===== src/rtl/riscv_pkg.sv =====
// ---------------------------------------------------------------------------
// riscv_pkg
// Shared definitions for the MEM-stage load/store engine: load-enable
// encodings, access sizes, exception cause codes, LSU FSM states and the
// registered bus-request bundle.
// ---------------------------------------------------------------------------
package riscv_pkg;

   // i_ld_en encodings (anything else means "no load")
   localparam logic [2:0] LD_NONE = 3'd0;
   localparam logic [2:0] LD_LB   = 3'd1;
   localparam logic [2:0] LD_LH   = 3'd2;
   localparam logic [2:0] LD_LW   = 3'd3;
   localparam logic [2:0] LD_LBU  = 3'd4;
   localparam logic [2:0] LD_LHU  = 3'd5;

   // access sizes (same encoding as instr[13:12] for stores)
   localparam logic [1:0] SZ_B = 2'b00;
   localparam logic [1:0] SZ_H = 2'b01;
   localparam logic [1:0] SZ_W = 2'b10;

   // trap cause codes
   localparam logic [3:0] EXC_LD_MISALIGN = 4'd4;
   localparam logic [3:0] EXC_LD_FAULT    = 4'd5;
   localparam logic [3:0] EXC_ST_MISALIGN = 4'd6;
   localparam logic [3:0] EXC_ST_FAULT    = 4'd7;

   typedef enum logic [1:0] {
      ST_IDLE = 2'd0,
      ST_WAIT = 2'd1,
      ST_RESP = 2'd2
   } lsu_state_e;

   // access captured in IDLE and held stable on the bus during WAIT
   typedef struct packed {
      logic [31:0] addr;   // full byte address (low bits give the lane)
      logic [1:0]  size;
      logic        sign;
      logic        we;
      logic [31:0] wdata;
      logic [3:0]  bmask;
   } lsu_req_t;

   function automatic logic is_misaligned(input logic [1:0] size,
                                          input logic [1:0] lo);
      case (size)
         SZ_B:    return 1'b0;
         SZ_H:    return lo[0];
         default: return (lo != 2'b00);
      endcase
   endfunction

endpackage


===== src/rtl/lsu_load_fmt.sv =====
// ---------------------------------------------------------------------------
// lsu_load_fmt
// Combinational load-data formatter: selects the byte/half lane of a read
// word and sign- or zero-extends it; words pass through.
//   i_rdata  32  raw read word
//   i_lane    2  byte address bits [1:0]
//   i_size    2  SZ_B / SZ_H / SZ_W
//   i_sign    1  1 = sign-extend (LB/LH)
//   o_data   32  formatted load value
// ---------------------------------------------------------------------------
module lsu_load_fmt
   import riscv_pkg::*;
(
   input  logic [31:0] i_rdata,
   input  logic [1:0]  i_lane,
   input  logic [1:0]  i_size,
   input  logic        i_sign,
   output logic [31:0] o_data
);

   logic [7:0]  w_byte;
   logic [15:0] w_half;

   always_comb begin
      w_byte = i_rdata[7:0];
      case (i_lane)
         2'd1:    w_byte = i_rdata[15:8];
         2'd2:    w_byte = i_rdata[23:16];
         2'd3:    w_byte = i_rdata[31:24];
         default: w_byte = i_rdata[7:0];
      endcase
      w_half = i_lane[1] ? i_rdata[31:16] : i_rdata[15:0];

      o_data = i_rdata;
      case (i_size)
         SZ_B:    o_data = {{24{i_sign & w_byte[7]}}, w_byte};
         SZ_H:    o_data = {{16{i_sign & w_half[15]}}, w_half};
         default: o_data = i_rdata;
      endcase
   end

endmodule


===== src/rtl/mem_access_unit.sv =====
// ---------------------------------------------------------------------------
// mem_access_unit
// MEM-stage load/store engine. Takes the EX/MEM bundle, runs one access at a
// time on a req/ack data bus, stalls the pipeline while it is outstanding,
// formats load data and reports misaligned / timed-out accesses.
//   i_clk, i_rst            clock, async active-high reset
//   i_insn_vld, i_instr     EX/MEM valid and instruction (store size [13:12])
//   i_alu_data, i_rs2_data  effective address, store data
//   i_ld_en, i_lsu_wren     load type / store request
//   i_kill                  squash EX/MEM (only looked at in IDLE)
//   o_stall                 hold the front of the pipeline
//   o_ld_data, o_mem_done   formatted load value, completion pulse
//   o_exc, o_exc_cause/tval exception pulse, cause, faulting address
//   o_dmem_*, i_dmem_*      data-memory bus
// ---------------------------------------------------------------------------
module mem_access_unit
   import riscv_pkg::*;
#(
   parameter int TIMEOUT_CYCLES = 255
)(
   input  logic        i_clk,
   input  logic        i_rst,
   input  logic        i_insn_vld,
   input  logic [31:0] i_instr,
   input  logic [31:0] i_alu_data,
   input  logic [31:0] i_rs2_data,
   input  logic [2:0]  i_ld_en,
   input  logic        i_lsu_wren,
   input  logic        i_kill,
   output logic        o_stall,
   output logic [31:0] o_ld_data,
   output logic        o_mem_done,
   output logic        o_exc,
   output logic [3:0]  o_exc_cause,
   output logic [31:0] o_exc_tval,
   output logic        o_dmem_req,
   output logic        o_dmem_we,
   output logic [31:0] o_dmem_addr,
   output logic [31:0] o_dmem_wdata,
   output logic [3:0]  o_dmem_bmask,
   input  logic        i_dmem_ack,
   input  logic [31:0] i_dmem_rdata
);

   localparam int CW = $clog2(TIMEOUT_CYCLES + 1);

   lsu_state_e     r_state, w_next;
   lsu_req_t       r_req, w_req;
   logic [CW-1:0]  r_cnt;
   logic [31:0]    r_ld_data, r_exc_tval;
   logic [3:0]     r_exc_cause;
   logic           r_exc, r_fault;

   logic           w_is_load, w_access, w_mis, w_timeout;
   logic [1:0]     w_size;
   logic [31:0]    w_fmt;
   logic           w_unused_instr;

   assign w_unused_instr = ^{i_instr[31:14], i_instr[11:0]};

   // ---- decode of the presented access (store wins over load) ----
   assign w_is_load = (i_ld_en >= LD_LB) && (i_ld_en <= LD_LHU);
   assign w_access  = i_insn_vld & ~i_kill & (w_is_load | i_lsu_wren);

   always_comb begin
      w_size = SZ_W;
      if (i_lsu_wren)
         w_size = (i_instr[13:12] == 2'b11) ? SZ_W : i_instr[13:12];
      else if (i_ld_en == LD_LB || i_ld_en == LD_LBU)
         w_size = SZ_B;
      else if (i_ld_en == LD_LH || i_ld_en == LD_LHU)
         w_size = SZ_H;
   end

   assign w_mis = is_misaligned(w_size, i_alu_data[1:0]);

   always_comb begin
      w_req       = '0;
      w_req.addr  = i_alu_data;
      w_req.size  = w_size;
      w_req.sign  = ~i_lsu_wren & ((i_ld_en == LD_LB) | (i_ld_en == LD_LH));
      w_req.we    = i_lsu_wren;
      case (w_size)
         SZ_B: begin
            w_req.wdata = {4{i_rs2_data[7:0]}};
            w_req.bmask = 4'b0001 << i_alu_data[1:0];
         end
         SZ_H: begin
            w_req.wdata = {2{i_rs2_data[15:0]}};
            w_req.bmask = 4'b0011 << {i_alu_data[1], 1'b0};
         end
         default: begin
            w_req.wdata = i_rs2_data;
            w_req.bmask = 4'b1111;
         end
      endcase
   end

   lsu_load_fmt u_fmt (
      .i_rdata (i_dmem_rdata),
      .i_lane  (r_req.addr[1:0]),
      .i_size  (r_req.size),
      .i_sign  (r_req.sign),
      .o_data  (w_fmt)
   );

   // ack on the last allowed cycle still counts as a completion
   assign w_timeout = (r_state == ST_WAIT) & ~i_dmem_ack &
                      (r_cnt == CW'(TIMEOUT_CYCLES - 1));

   // ---- FSM next state / combinational outputs ----
   always_comb begin
      w_next     = r_state;
      o_stall    = 1'b0;
      o_dmem_req = 1'b0;
      case (r_state)
         ST_IDLE: begin
            if (w_access && !w_mis) begin
               o_stall = 1'b1;
               w_next  = ST_WAIT;
            end
         end
         ST_WAIT: begin
            o_stall    = 1'b1;
            o_dmem_req = 1'b1;
            if (i_dmem_ack || w_timeout)
               w_next = ST_RESP;
         end
         ST_RESP: w_next = ST_IDLE;
         default: w_next = ST_IDLE;
      endcase
   end

   // ---- state and datapath registers ----
   always_ff @(posedge i_clk or posedge i_rst) begin
      if (i_rst) begin
         r_state     <= ST_IDLE;
         r_req       <= '0;
         r_cnt       <= '0;
         r_ld_data   <= '0;
         r_exc       <= 1'b0;
         r_exc_cause <= '0;
         r_exc_tval  <= '0;
         r_fault     <= 1'b0;
      end else begin
         r_state <= w_next;
         r_exc   <= 1'b0;
         case (r_state)
            ST_IDLE: begin
               r_cnt   <= '0;
               r_fault <= 1'b0;
               if (w_access) begin
                  if (w_mis) begin
                     r_exc       <= 1'b1;
                     r_exc_cause <= i_lsu_wren ? EXC_ST_MISALIGN : EXC_LD_MISALIGN;
                     r_exc_tval  <= i_alu_data;
                  end else begin
                     r_req <= w_req;
                  end
               end
            end
            ST_WAIT: begin
               if (i_dmem_ack) begin
                  if (!r_req.we)
                     r_ld_data <= w_fmt;
               end else if (w_timeout) begin
                  r_exc       <= 1'b1;
                  r_fault     <= 1'b1;
                  r_exc_cause <= r_req.we ? EXC_ST_FAULT : EXC_LD_FAULT;
                  r_exc_tval  <= r_req.addr;
               end else begin
                  r_cnt <= r_cnt + 1'b1;
               end
            end
            default: ;
         endcase
      end
   end

   assign o_ld_data    = r_ld_data;
   assign o_mem_done   = (r_state == ST_RESP) & ~r_fault;
   assign o_exc        = r_exc;
   assign o_exc_cause  = r_exc_cause;
   assign o_exc_tval   = r_exc_tval;
   assign o_dmem_we    = r_req.we;
   assign o_dmem_addr  = {r_req.addr[31:2], 2'b00};
   assign o_dmem_wdata = r_req.wdata;
   assign o_dmem_bmask = r_req.bmask;

endmodule

===== config.mk =====
export PLATFORM = sky130hd
export DESIGN_NAME = mem_access_unit
export DESIGN_NICKNAME = d
export VERILOG_FILES = /design/src/rtl/riscv_pkg.sv /design/src/rtl/lsu_load_fmt.sv /design/src/rtl/mem_access_unit.sv
export SDC_FILE = /design/constraint.sdc
export NUM_CORES = 1
export LEC_CHECK = 0
export CAP_MARGIN = 10
export CELL_PAD_IN_SITES_DETAIL_PLACEMENT = 0
export CELL_PAD_IN_SITES_GLOBAL_PLACEMENT = 1
export CORE_UTILIZATION = 40
export CTS_CLUSTER_SIZE = 8
export DETAILED_ROUTE_END_ITERATION = 8
export MAX_ROUTING_LAYER = met4
export PLACE_DENSITY_LB_ADDON = 0.1
export SKIP_LAST_GASP = 1
export SLEW_MARGIN = 10
export SYNTH_ARGS = -nofsm -noshare
export SYNTH_HDL_FRONTEND = slang
export SYNTH_HIERARCHICAL = 1
export SYNTH_SLANG_ARGS = --single-unit

===== constraint.sdc =====
create_clock -name i_clk -period 8.5 [get_ports i_clk]
set_clock_uncertainty 0.1 [all_clocks]
set_input_delay 0.85 -clock i_clk [delete_from_list [all_inputs] [get_ports i_clk]]
set_output_delay 0.85 -clock i_clk [all_outputs]
set_load 0.005 [all_outputs]

* Yosys cells after proc, flatten, opt, wreduce, memory -nomap -nowiden
Cells that the tools add are included.
Storage, ports and cells: flip-flop bits (word level) 152, bits in latches 0, memory bits (writable) 0, memory bits (read-only) 0, bits of input ports 137, logic and storage cells 109, memories 0
Operators by class: $add $sub $neg 1, multipliers 0, div/mod/pow operators 0, magnitude comparators 2, equal/unequal tests 20, shift-type cells 2, multiplexer cells 38, bitwise operators 16, reductions and logical operators 17
Operators with widths (count):
- two-way mux 32 bit | 4
- case mux 32 bit (2 select lines) | 2
- case mux 36 bit (2 select lines) | 1
- case mux 8 bit (3 select lines) | 1
- two-way mux 16 bit | 1
- two-way mux 2 bit | 8
- two-way mux 4 bit | 4
- two-way mux 8 bit | 2
- case mux 8 bit (2 select lines) | 1
- inequality test 2 bit (second input constant) | 6
- AND reduction 3 bit | 4
- adder 8 x 1 -> 8 bit (second input constant) | 1
- AND 1 bit | 8
- equality test 2 x 1 -> 1 bit (second input constant) | 4
- equality test 2 bit (second input constant) | 4
- equality test 8 bit (second input constant) | 1
- two-way mux 1 bit | 8
- case mux 1 bit (2 select lines) | 4
- case mux 4 bit (2 select lines) | 1
- equality test 3 bit (second input constant) | 2
- logical NOT 2 bit | 3
- inverter 1 bit | 6
- AND reduction 5 bit | 1
- case mux 2 bit (2 select lines) | 1
- other kinds (13) | 18

* Logic depth before layout (Yosys ltp)
Gate-level depths: netlist of run 1.
word-level depth 11, gate-level depth with buffers 8, depth with buffers taken out 7

* By module
Netlist of run 1, hierarchy kept.
Modules (own cells, without submodules):
- mem_access_unit | times used 1, cells each 529, area an instance 7632.3 um2, sequential area each 3778.6 um2
- lsu_load_fmt | times used 1, cells each 133, area an instance 1023.5 um2, sequential area each 0.0 um2

* Least setup slack after synthesis of run 1
No wires, ideal clock.
path kind in2out, start input port i_ld_en[2], end output port o_stall, arrival time 1686 ps, data required time 7550 ps, setup slack 5864 ps, cell stages on the path 5, path buffers 0, cells stage by stage or3_1 a21oi_1 o21ai_2 a21oi_1 nor2_1
On the way: word-level cells in the longest chain between the ends 11, elaborated cells on any way between the ends 21
RTL lines:
- start, declared | line mem_access_unit.sv:27 | input logic [2:0] i_ld_en,
- equality test 3 x 2 -> 1 bit or equality test 3 bit (tied branches) | line mem_access_unit.sv:71 | else if (i_ld_en == LD_LH || i_ld_en == LD_LHU)
- logical OR 1 bit | line mem_access_unit.sv:71
- two-way mux 2 bit | line mem_access_unit.sv:71
- two-way mux 2 bit | line mem_access_unit.sv:69 | else if (i_ld_en == LD_LB || i_ld_en == LD_LBU)
- two-way mux 2 bit | line mem_access_unit.sv:67 | if (i_lsu_wren)
- equality test 2 x 1 -> 1 bit or logical NOT 2 bit (tied branches) | line riscv_pkg.sv:46 | case (size)
- case mux 1 bit (2 select lines) | line riscv_pkg.sv:46
- logical NOT 1 bit | line mem_access_unit.sv:118 | if (w_access && !w_mis) begin
- logical AND 1 bit (*) | line mem_access_unit.sv:118
- two-way mux 1 bit (*) | line mem_access_unit.sv:118
- case mux 1 bit (2 select lines) (*) | line mem_access_unit.sv:116 | case (r_state)
- end, declared | line mem_access_unit.sv:30 | output logic o_stall,
Mark *: on every way between the ends. The rest lies on a longest branch, timed or not.

* Worst setup path in the final report of run 1
start input port i_lsu_wren, end output port o_stall
On the way: word-level cells in the longest chain between the ends 7, elaborated cells on any way between the ends 10
RTL lines:
- start, declared | line mem_access_unit.sv:28 | input logic i_lsu_wren,
- two-way mux 2 bit | line mem_access_unit.sv:67
- equality test 2 x 1 -> 1 bit or logical NOT 2 bit (tied branches) | line riscv_pkg.sv:46
- case mux 1 bit (2 select lines) | line riscv_pkg.sv:46
- logical NOT 1 bit | line mem_access_unit.sv:118
- logical AND 1 bit (*) | line mem_access_unit.sv:118
- two-way mux 1 bit (*) | line mem_access_unit.sv:118
- case mux 1 bit (2 select lines) (*) | line mem_access_unit.sv:116
Marked as above.

==> results of run 1 <==
-- registers in the layout, indices dropped and copies added, names as in the netlist --
name          count
o_dmem_wdata     32
o_exc_tval       32
o_ld_data        32
o_dmem_addr      30
r_cnt             8
r_req             5
o_dmem_bmask      4
o_exc_cause       3
r_state           2
o_dmem_we         1
o_exc             1
r_fault           1
-- power by group --
part	internal [mW]	total [mW]	switching, mW
combinational	0.909	1.37	0.464
clock	0.419	0.749	0.330
sequential	0.998	1.18	0.185
-- synthesized netlist by cell type, types with 10 or more instances --
master                     number  area share
sky130_fd_sc_hd__a21oi_1       11      0.0064
sky130_fd_sc_hd__dfrtp_1      151        0.44
sky130_fd_sc_hd__buf_2         10      0.0058
sky130_fd_sc_hd__nor2b_1       17       0.012
sky130_fd_sc_hd__mux2_2       111        0.14
sky130_fd_sc_hd__mux2_4        70        0.12
sky130_fd_sc_hd__buf_4         72       0.062
sky130_fd_sc_hd__nor2_1        22      0.0095
sky130_fd_sc_hd__o211ai_2      10       0.014
sky130_fd_sc_hd__nand2_1       32       0.014
-- final timing paths --
kind	end	slack, ns	cells after the start
max	o_stall	4.39	7
min	o_exc_cause[2]	0.37	1
max reg2reg	o_ld_data[14]	5.72	5
min reg2reg	o_exc_cause[2]	0.37	1
max in group asynchronous	o_dmem_bmask[3]	5.94	3
min in group asynchronous	o_dmem_addr[12]	0.82	2
-- routing by layer --
layer | GRT usage | vias to the layer above | routed length (um)
li1 | - | 2620 | -
met4 | 0.0454 | 0 | 172
met5 | - | - | 0
met2 | 0.313 | 185 | 10300
met1 | 0.254 | 2826 | 9330
met3 | 0.0529 | 12 | 1300
-- logic make-up (layout without fill, tap and decap cells) --
group,count (synthesis),count (layout)
flops,151,151
simple gates,115,115
compound gates,80,80
fa+ha+maj,2,2
buf+inv,116,288
other cells,1,3
xor+xnor,8,8
mux,189,189
-- worst max-delay path, delay by kind of cell --
| kind | cells | cell delay [ns] |
|---|---|---|
| AOI/OAI and AO/OA | 3 | 0.88 |
| and+or+nand+nor | 2 | 0.19 |
| buffers and inverters | 2 | 1.23 |
-- through the flow --
step | area [um^2] | total power, mW | hold WS (ns) | setup WS, ns
after floorplan | 8660 | 2.01 | 0.365 | 3.49
after global placement | 10600 | 2.54 | 0.355 | 4.38
after detailed placement | 10600 | 2.58 | 0.359 | 4.37
after CTS | 11200 | 3.35 | 0.374 | 4.36
after global routing | 11200 | 3.50 | 0.393 | 4.23
final | 11200 | 3.30 | 0.370 | 4.39
-- layout make-up --
cell class                 count  area [um^2]  area share
sequential                   151         3780       0.338
inverter                       5         23.8     0.00213
multi-input combinational    397         3940       0.353
tap                          275          344      0.0308
clock buffer                  18          439      0.0393
clock inverter                13          131      0.0118
timing repair buffer         252         2500       0.224
==> results.toml, run 1 <==
[outcome]
run_status = "finished clean"

[clock_network]
cts.sink_count = 151
clock_path_buffers = 2
ctsHtreeMaxLevel = 4
ctsRootBufferMaster = "sky130_fd_sc_hd__clkbuf_16"
clk_pin_slew_ns = 0.06
post_cts.repair.setup_buffers = 0
tritoncts = "built"
numCtsBuffers = 17
postCtsResizedCells = 0
holdBufCountCts = 0
clk-insertion-delay-late_ns = 0.42

[synth]
synth-compound-area-share = 0.0827
post_synth_xor_area_fraction = 0.00809
sequential_share_of_the_synthesized_area = 0.437
adder_cell_fraction_of_synth_area = 0.00289
post_synth.cell_area_avg_um2 = 13.1
largest_family_of_logic_cells_by_synthesized_area = "multiplexers"
synth-edff-count = 0
netlist-cell-type-count = 59
synth_simple_gate_area_share = 0.0746
postSynth.topFlopCell = "sky130_fd_sc_hd__dfrtp_1"
asyncSetResetFlopFracSynth = 1.00
synthMuxAreaShare = 0.285
ys_seq_elements = 151
syn_area_um2 = 8660
yosysWarningCount = 6
post_synthesis_instance_total = 662

[grt]
grt_pass1_vias = 5896
grt_first_pass_wirelength_um = 32900
grt_max_degree = 85
globalRoute.totalOverflow = 0
antenna_found_initial = 0
global_route.usage.total = 0.198

[worst_setup_path]
worstReg2RegStart = "r_req[39]"
critPathLaunch = "i_lsu_wren"
crit_slowest_cell = "sky130_fd_sc_hd__clkdlybuf4s50_1"
cp-end-kind = "output pin"
largest_fanout_on_the_critical_path = 17
worstPathArrival_ns = 3.16
max_stage_delay_ns = 0.75
worstPathRequired_ns = 7.55
timing.critical_path.from_type = "primary input"
criticalPathCategory = "primary input to output pin"
worstPathCellList = "clkdlybuf4s50_1, nor2_1, a22oi_4, o21ai_2, a21oi_1, nor2_1, clkdlybuf4s50_1"

[die]
rows = 53
num_io_pins = 278
die_y_extent_um = 149
die_w_um = 149
start_util = 0.410
core_area_um2 = 21100
floorplan.die_area_um2 = 22200

[drt]
detailedRoute.firstIterationViolations = 225
route.final.wire_length_um = 21100
number_of_nets_with_antenna_violations_after_detailed_routing = 0
vias = 5643
via_per_inst = 5.08
route.detailed.drc = 0
drt_pass1_iterations = 4
wl_per_cell_um = 19.0

[timing]
worst_slew_margin_rel = 0.279
fmax_ghz = 0.243
finalHoldViolCount = 0
finalCriticalPeriod_ns = 4.11
drv_slew = 0
tightestPinTransition_ns = 1.08
final_min_period_over_clock_period = 0.484
post_route_setup_tns_ns = 0
setup_viol = 0
unrepaired_setup_endpoints_after_global_routing = "no"

[power]
p_leak_nw = 4.70
peak_supply_drop_v = 0.000136
p_per_area_nw_per_um2 = 296

[min_path]
hold_class = "register to register"
worst_hold_startpoint = "o_exc_cause[2]"

[cells_and_area]
layout-area-overhead-vs-synth_pct = 29.0
proportion_of_layout_cells_with_a_drive_suffix_above_1 = 0.329
utilization = 0.529
nets = 963
layout_common_cells = "sky130_fd_sc_hd__clkdlybuf4s50_1 (244), sky130_fd_sc_hd__dfrtp_1 (151), sky130_fd_sc_hd__mux2_2 (111), sky130_fd_sc_hd__mux2_4 (70), sky130_fd_sc_hd__nand2_1 (32)"
layout.filler_cells = 1785
most_common_library_cell_in_the_layout_ignoring_fill_and_taps = "sky130_fd_sc_hd__clkdlybuf4s50_1"
num_antenna_cells = 0
final-instance-count-excl-fill = 1111

[placed_design]
detailedPlacementHpwl_um = 14500
place_congestion = 0.810
place.port_buffers = 244
placed_cells = 1080

[flow_run]
max_cap_violations = 0
No activity file was read; power rests on OpenSTA's default activity.
==> run 2, diff against run 1 <==
Settings changed: CORE_UTILIZATION 40 to 33.
Clock period 8.5 ns to 3.76 ns, I/O delays scaled along.
==> results.toml, run 2 (synthesis gave the netlist of run 1 again) <==
[placed_design]
placed_cells = 1139
place_congestion = 0.808
detailedPlacementHpwl_um = 15100
place.port_buffers = 244
dp_slack_ns = 0.777

[worst_setup_path]
largest_fanout_on_the_critical_path = 21
regToRegSetupSlack_ns = 1.15
criticalPathCategory = "register to output pin"
worstRegToRegCells = 6
cp-end-kind = "output pin"
critPathLaunch = "r_state[1]"
reg2reg_to = "o_ld_data[29]"
timing.critical_path.from_type = "register"
crit_path_capture = "o_dmem_req"
worstReg2RegStart = "r_req[41]"
worstPathArrival_ns = 2.34
worstPathRequired_ns = 3.28

[timing]
final.setup.worst_slack_ns = 0.945
post_route_setup_tns_ns = 0
drv_slew = 0
final_min_period_over_clock_period = 0.749
worst_slew_margin_rel = 0.420
fmax_ghz = 0.355
setup_viol = 0
hold_worst_slack_ns = 0.375
finalHoldViolCount = 0
tightestPinTransition_ns = 0.865
finalCriticalPeriod_ns = 2.82
unrepaired_setup_endpoints_after_global_routing = "no"

[die]
num_io_pins = 278
die_w_um = 164
rows = 58
floorplan.die_area_um2 = 26900
core_area_um2 = 25500
die_y_extent_um = 164
start_util = 0.340

[drt]
route.detailed.drc = 0
number_of_nets_with_antenna_violations_after_detailed_routing = 0
vias = 5736
wl_per_cell_um = 18.8
detailedRoute.firstIterationViolations = 262
drt_pass1_iterations = 4
via_per_inst = 4.90
route.final.wire_length_um = 22000

[clock_network]
tritoncts = "built"
ctsRootBufferMaster = "sky130_fd_sc_hd__clkbuf_16"
cts.sink_count = 151
clk-insertion-delay-late_ns = 0.42
numCtsBuffers = 17
clock_path_buffers = 2
holdBufCountCts = 0
post_cts.repair.setup_buffers = 0
postCtsResizedCells = 0
ctsHtreeMaxLevel = 4
clk_pin_slew_ns = 0.06

[grt]
antenna_found_initial = 0
globalRoute.totalOverflow = 0
grt_first_pass_wirelength_um = 34700
grt_pass1_vias = 6171
grt_max_degree = 152
global_route.usage.total = 0.173

[cells_and_area]
most_common_library_cell_in_the_layout_ignoring_fill_and_taps = "sky130_fd_sc_hd__clkdlybuf4s50_1"
nets = 967
final-instance-count-excl-fill = 1171
proportion_of_layout_cells_with_a_drive_suffix_above_1 = 0.332
layout-area-overhead-vs-synth_pct = 30.8
layout.filler_cells = 2349
num_antenna_cells = 0
layout_common_cells = "sky130_fd_sc_hd__clkdlybuf4s50_1 (244), sky130_fd_sc_hd__dfrtp_1 (151), sky130_fd_sc_hd__mux2_2 (111), sky130_fd_sc_hd__mux2_4 (70), sky130_fd_sc_hd__nand2_1 (32)"

[min_path]
hold_class = "register to register"

[power]
peak_supply_drop_v = 0.000311
p_per_area_nw_per_um2 = 668
p_leak_nw = 4.73

[outcome]
run_status = "finished clean"

[flow_run]
max_cap_violations = 0
[run 2: cell types whose count changed in the layout (fill, tap and decap cells not counted), sizes merged]
cell	before	now
inv	14	9
clkbuf	18	20
buf	8	12
clkinv	1	2
clkinvlp	2	4
bufinv	1	2
[run 2: layer usage]
layer  track usage  up-vias  routed length [um]
met5             -        -                   0
met4        0.0438        0                 224
met3        0.0386       18                1210
met2         0.280      160               10900
met1         0.219     2924                9680
li1              -     2634                   -
[run 2: report_power, final]
part / total, mW / internal [mW] / switching, mW
clock network: 1.75 / 1.03 / 0.729
registers: 2.68 / 2.26 / 0.427
logic: 3.13 / 2.07 / 1.06
[run 2: final cells by class]
cell class,instances,area [um^2],share of cell area
clock buffers,20,457,0.0403
clock inverters,12,140,0.0124
inverters,5,22.5,0.00199
multi-input cells,397,3940,0.348
flip-flops and latches,151,3780,0.334
well taps,330,413,0.0365
repair buffers,256,2570,0.227
[run 2: per-stage QoR]
| stage | instance area (um^2) | power (mW) | utilization |
|---|---|---|---|
| 6_report | 11300 | 7.57 | 0.445 |
| 5_1_grt | 11300 | 8.02 | 0.445 |
| 4_1_cts | 11300 | 7.69 | 0.445 |
| 3_5_place_dp | 10700 | 5.87 | 0.421 |
| 3_3_place_gp | 10700 | 5.81 | 0.421 |
| 2_1_floorplan | 8670 | 4.54 | - |
[run 2: worst min-delay path by stage]
stage | startpoint | to | slack [ns] | cells past startpoint
floorplan | o_exc_cause[2] | o_exc_cause[2] | 0.36 | 1
global placement | o_exc_cause[2] | o_exc_cause[2] | 0.36 | 1
detailed placement | o_exc_cause[2] | o_exc_cause[2] | 0.37 | 1
CTS | o_exc_cause[2] | o_exc_cause[2] | 0.38 | 1
global route | o_dmem_wdata[18] | o_dmem_wdata[18] | 0.42 | 1
finish | o_exc_cause[2] | o_exc_cause[2] | 0.38 | 1
[run 2: worst max-delay path, stage by stage, from the launching register on]
cell                              delay, ns
sky130_fd_sc_hd__dfrtp_1               0.41
sky130_fd_sc_hd__nand2b_2              0.56
sky130_fd_sc_hd__buf_4                 0.41
sky130_fd_sc_hd__inv_1                 0.07
sky130_fd_sc_hd__clkdlybuf4s50_1       0.45
